**config.mk**
```make
export PLATFORM = sky130hd
export DESIGN_NAME = text_buffer_ctrl
export DESIGN_NICKNAME = d
export VERILOG_FILES = /design/src/rtl/text_buf_pkg.sv /design/src/rtl/text_buffer_ctrl.sv
export SDC_FILE = /design/constraint.sdc
export NUM_CORES = 1
export LEC_CHECK = 0
export BUFFER_PORTS_ARGS = -buffer_cell sky130_fd_sc_hd__buf_4
export CAP_MARGIN = 0
export CORE_ASPECT_RATIO = 2
export CORE_MARGIN = 2
export CORE_UTILIZATION = 56
export CTS_CLUSTER_DIAMETER = 200
export CTS_CLUSTER_SIZE = 25
export DETAILED_ROUTE_END_ITERATION = 10
export GPL_ROUTABILITY_DRIVEN = 0
export GPL_TIMING_DRIVEN = 0
export PLACE_DENSITY = 0.87
export SYNTH_ARGS = -nofsm -noshare
export SYNTH_HDL_FRONTEND = slang
export SYNTH_SLANG_ARGS = --single-unit
```
**constraint.sdc**
```tcl
create_clock -name clk_in -period 2.39 [get_ports clk_in]
set_clock_uncertainty 0.15 [all_clocks]
set_input_delay 0.5975 -clock clk_in [delete_from_list [all_inputs] [get_ports clk_in]]
set_output_delay 0.5975 -clock clk_in [all_outputs]
set_load 0.005 [all_outputs]
```
**src/rtl/text_buf_pkg.sv**
```systemverilog
// Shared constants and enumerations for the text buffer write-side controller.
package text_buf_pkg;

  localparam int         COLS       = 32;
  localparam int         ROWS       = 16;
  localparam logic [4:0] BLANK_CODE = 5'd26;

  typedef enum logic [1:0] {
    CLEAR     = 2'd0,
    BACKSPACE = 2'd1,
    NEWLINE   = 2'd2,
    HOME      = 2'd3
  } cmd_t;

  typedef enum logic [1:0] {
    IDLE      = 2'd0,
    CLEAR_ALL = 2'd1,
    CLEAR_ROW = 2'd2
  } state_t;

endpackage

```
**src/rtl/text_buffer_ctrl.sv**
```systemverilog
// Write-port owner for the 32x16 character buffer: arbitrates the char stream and
// editing commands, tracks the cursor and runs the bulk blank-fills.
module text_buffer_ctrl #(
  parameter int         COLS_LOG2  = 5,
  parameter int         ROWS_LOG2  = 4,
  parameter logic [4:0] BLANK_CODE = 5'd26
) (
  input  logic                           clk_in,
  input  logic                           rst_n_in,
  input  logic                           char_valid_in,
  input  logic [4:0]                     char_in,
  output logic                           char_ready_out,
  input  logic                           cmd_valid_in,
  input  logic [1:0]                     cmd_in,
  output logic                           cmd_ready_out,
  output logic                           wr_en_out,
  output logic [COLS_LOG2+ROWS_LOG2-1:0] wr_addr_out,
  output logic [4:0]                     wr_data_out,
  output logic [COLS_LOG2+ROWS_LOG2-1:0] cursor_out,
  output logic                           busy_out
);
  import text_buf_pkg::*;

  localparam int AW = COLS_LOG2 + ROWS_LOG2;

  state_t                 state_q;
  logic [AW-1:0]          cnt_q;
  logic [AW-1:0]          cursor_q;
  logic                   wr_en_q;
  logic [AW-1:0]          wr_addr_q;
  logic [4:0]             wr_data_q;

  logic [ROWS_LOG2-1:0]   row;
  logic [COLS_LOG2-1:0]   col;
  logic [ROWS_LOG2-1:0]   row_inc;
  logic [AW-1:0]          next_row_base_d;
  logic [AW-1:0]          cursor_inc_d;
  logic [AW-1:0]          cursor_dec_d;

  assign {row, col}      = cursor_q;
  assign row_inc         = row + ROWS_LOG2'(1);
  assign next_row_base_d = {row_inc, {COLS_LOG2{1'b0}}};
  assign cursor_inc_d    = cursor_q + AW'(1);
  assign cursor_dec_d    = cursor_q - AW'(1);

  // Codes above the blank glyph have no sprite; render them as empty cells.
  function automatic logic [4:0] glyph(input logic [4:0] code);
    return (code > BLANK_CODE) ? BLANK_CODE : code;
  endfunction

  always_ff @(posedge clk_in or negedge rst_n_in) begin
    if (!rst_n_in) begin
      state_q   <= CLEAR_ALL;
      cnt_q     <= '0;
      cursor_q  <= '0;
      wr_en_q   <= 1'b0;
      wr_addr_q <= '0;
      wr_data_q <= BLANK_CODE;
    end else begin
      wr_en_q <= 1'b0;
      case (state_q)
        IDLE: begin
          if (cmd_valid_in) begin
            case (cmd_t'(cmd_in))
              CLEAR: begin
                wr_en_q   <= 1'b1;
                wr_addr_q <= '0;
                wr_data_q <= BLANK_CODE;
                cursor_q  <= '0;
                cnt_q     <= AW'(1);
                state_q   <= CLEAR_ALL;
              end
              BACKSPACE: begin
                if (col != '0) begin
                  wr_en_q   <= 1'b1;
                  wr_addr_q <= cursor_dec_d;
                  wr_data_q <= BLANK_CODE;
                  cursor_q  <= cursor_dec_d;
                end
              end
              NEWLINE: begin
                cursor_q <= next_row_base_d;
                cnt_q    <= '0;
                state_q  <= CLEAR_ROW;
              end
              HOME: cursor_q <= '0;
              default: ;
            endcase
          end else if (char_valid_in) begin
            wr_en_q   <= 1'b1;
            wr_addr_q <= cursor_q;
            wr_data_q <= glyph(char_in);
            if (&col) begin
              cursor_q <= next_row_base_d;
              cnt_q    <= '0;
              state_q  <= CLEAR_ROW;
            end else begin
              cursor_q <= cursor_inc_d;
            end
          end
        end
        CLEAR_ALL: begin
          wr_en_q   <= 1'b1;
          wr_addr_q <= cnt_q;
          wr_data_q <= BLANK_CODE;
          cnt_q     <= cnt_q + AW'(1);
          if (&cnt_q) state_q <= IDLE;
        end
        CLEAR_ROW: begin
          // Cursor already points at the row base, so it doubles as the fill base.
          wr_en_q   <= 1'b1;
          wr_addr_q <= {row, cnt_q[COLS_LOG2-1:0]};
          wr_data_q <= BLANK_CODE;
          cnt_q     <= cnt_q + AW'(1);
          if (&cnt_q[COLS_LOG2-1:0]) begin
            cnt_q   <= '0;
            state_q <= IDLE;
          end
        end
        default: state_q <= IDLE;
      endcase
    end
  end

  assign cmd_ready_out  = (state_q == IDLE);
  assign char_ready_out = (state_q == IDLE) && !cmd_valid_in;
  assign busy_out       = (state_q != IDLE);
  assign wr_en_out      = wr_en_q;
  assign wr_addr_out    = wr_addr_q;
  assign wr_data_out    = wr_data_q;
  assign cursor_out     = cursor_q;

endmodule

```
==> results.yml <==
cells_and_area:
  seqCellArea_um2: 886
  fill_cells: 335
  nets: 342
  fin_cells: 371
  drive_gt1_share_pct: 25.7
  antenna_cells: 0
  stdcell_area_mm2: 0.00291
  area_growth_pct: 25.2
  mostFrequentLayoutCell: "buf_4"
  multi_input_area_mm2: 0.00139
  layout_common_cells: "buf_4 (39), nand2_1 (30), dfrtp_1 (27)"
worst_setup_path:
  critPathCaptureType: "flip-flop"
  crit_fanout: 7
  worst_ep_required_time_ps: 2420
  critPathArrivalTime_ps: 2330
  cp-start-kind: "flip-flop"
  crit_type: "reg2reg"
logic_synthesis:
  yosys_warnings: 0
  synth_edf_count: 0
  synthesis.area_mm2: 0.00233
  synthCells: 273
  ys.flop_type: "dfrtp_1"
  synth_cell_types: 46
  async_flop_share_pct: 100
  ys_seq_area_share_pct: 37.9
  synth_area_per_cell_um2: 8.52
  ys_ff_latch: 35
  synth_nets: 297
power_and_ir_drop:
  clkPwrFrac_pct: 17.7
  seq_power_share_pct: 27.7
  p_leak_nw: 1.29
  swShare_pct: 42.4
  power.density_mw_per_mm2: 1250
  comb_power_share_pct: 54.7
  peakVddDrop_uv: 785
  total_power_w: 0.00363
  p_int_w: 0.00209
  switchingPower_w: 0.00154
hold_path:
  hold_class: "in2async"
floorplanning:
  rows: 33
  die-width_um: 49.6
  die_y_um: 95.1
  ios: 38
  die_area_mm2: 0.00472
  initial_core_util_pct: 57.5
  core_area_mm2: 0.00405
grt:
  antenna_found_initial: 0
  grt_pass1_wl_um: 10500
  grtUsageTotal_pct: 29.0
  first_global_vias: 2215
  grt_max_degree: 36
  overflow: 0
sta:
  rsz0062_at_grt: "no"
  slew_headroom_pct: 62.0
  fin_worst_hold_slack_ps: 80.5
  worstMarginPinSlew_ps: 564
  setup_viol: 0
  tns_ps: 0
  final-hold-violation-count: 0
  maxSlewViolCount: 0
  period_share_pct: 96.3
  min_period_ps: 2300
  clock.fmax_ghz: 0.435
clocking:
  clockBufferDepth: 2
  root_buffer: "clkbuf_8"
  cts_buffers: 5
  ctsHoldBuffers: 0
  clk_latency_ps: 290
  cts_sinks: 35
  cts_tree: "yes"
  clk_pin_slew_worst_paths_ps: 80
  h-tree-depth: 2
placement:
  dp_cells: 362
  hpwl_um: 4660
  place_area_mm2: 0.00267
  portBuffers: 37
route:
  first_pass_iters: 5
  drtAntennaViolNets: 0
  drt-wirelength-per-cell_um: 17.6
  drt-initial-drc-count: 146
  viasPerCell: 6.39
  vias: 2370
  wl_um: 6540
  drc: 0
job:
  max-cap-violations: 0
outcome:
  status: "complete, no violations"
==> kinds of logic after synthesis <==
kind of cell | Yosys count | share of synthesized area (%)
buf+inv | 30 | 5.70
compound gates | 103 | 28.2
simple gates | 88 | 19.7
fa+ha+maj | 13 | 6.99
flops | 35 | 37.9
xor+xnor | 4 | 1.51
==> final cells by class <==
class | instances | share of cell area (%)
Inverter | 13 | 1.68
Multi-Input combinational cell | 208 | 47.6
Buffer | 16 | 3.31
Sequential cell | 35 | 30.4
Clock inverter | 3 | 2.32
Timing Repair Buffer | 39 | 10.1
Clock buffer | 5 | 2.36
Tap cell | 52 | 2.23
==> per-stage QoR <==
step           setup WS (ps)  utilization (%)
3_3_place_gp            -161             66.0
3_5_place_dp            -220             66.0
5_1_grt                0.533             72.0
6_report                88.6             72.0
4_1_cts                 5.20             70.3
2_1_floorplan            160                -
==> worst paths after layout <==
path / to / start / slack, ps / cells past startpoint
worst max-delay path: cursor_out[8] / cursor_out[0] / 90 / 8
worst min-delay path: cursor_out[0] / rst_n_in / 80 / 1
worst max register to register: cursor_out[8] / cursor_out[0] / 90 / 8
worst min register to register: wr_data_out[1] / wr_data_out[1] / 310 / 2
max in group asynchronous: wr_data_out[1] / rst_n_in / 1660 / 1
min in group clk_in: wr_data_out[1] / wr_data_out[1] / 310 / 2
==> power by group through the flow <==
stage / Combinational (W) / Clock (W) / Sequential, W
2_1_floorplan: 0.00113 / 0 / 0.000972
3_3_place_gp: 0.00172 / 0 / 0.000982
3_5_place_dp: 0.00178 / 0 / 0.000992
4_1_cts: 0.00185 / 0.000640 / 0.000984
5_1_grt: 0.00215 / 0.000671 / 0.00103
6_report: 0.00199 / 0.000643 / 0.00100
==> registers in the layout (all words and copies together) (netlist names) <==
signal,cells
wr_addr_out,9
wr_data_out,5
wr_en_out,1
state_q,2
cursor_out,9
cnt_q,9
==> repair_timing <==
item,CTS,global route
pin swaps,1,0
setup endpoints to repair,28,29
setup buffers,2,0
gates resized for setup,10,21
==> routing by layer <==
layer	GRT usage, %	share of wire [%]
met5	0	0
met4	18.3	3.9
met3	4.08	4.6
met2	52.9	55
met1	30.6	36
==> worst max-delay path, cell delays in order (launching register included) <==
cell and delay [ps]:
dfrtp_2 460, ha_1 260, and3_1 180, ha_2 210, or2_2 360, o221ai_2 250, nor3_1 90, a21oi_1 130
o211ai_1 90
==> cells in the mapped netlist (2+ instances only) <==
library cell	instances	area, um2
dfrtp_1	31	776
nand2_1	30	113
o21ai_0	24	120
a21oi_1	20	100
nand3_1	14	70.1
ha_1	13	163
inv_1	13	48.8
nor2_1	13	48.8
o21ai_1	12	60.1
clkbuf_1	10	37.5
a22oi_1	7	52.6
a31oi_1	7	43.8
nor3_1	7	35.0
and3_1	6	37.5
o21a_1	5	37.5
o31ai_1	5	37.5
a22o_1	4	35.0
buf_2	4	20.0
dfstp_2	4	105
o211ai_1	4	30.0
a211oi_1	3	22.5
and2_1	3	18.8
xor2_1	3	26.3
a222oi_1	2	20.0
and3b_1	2	17.5
buf_6	2	22.5
nand2b_1	2	12.5
nand3b_1	2	15.0
nor2b_1	2	12.5
o221ai_1	2	17.5
o22ai_1	2	12.5
Note: power is estimated with default switching activity, not from simulation.
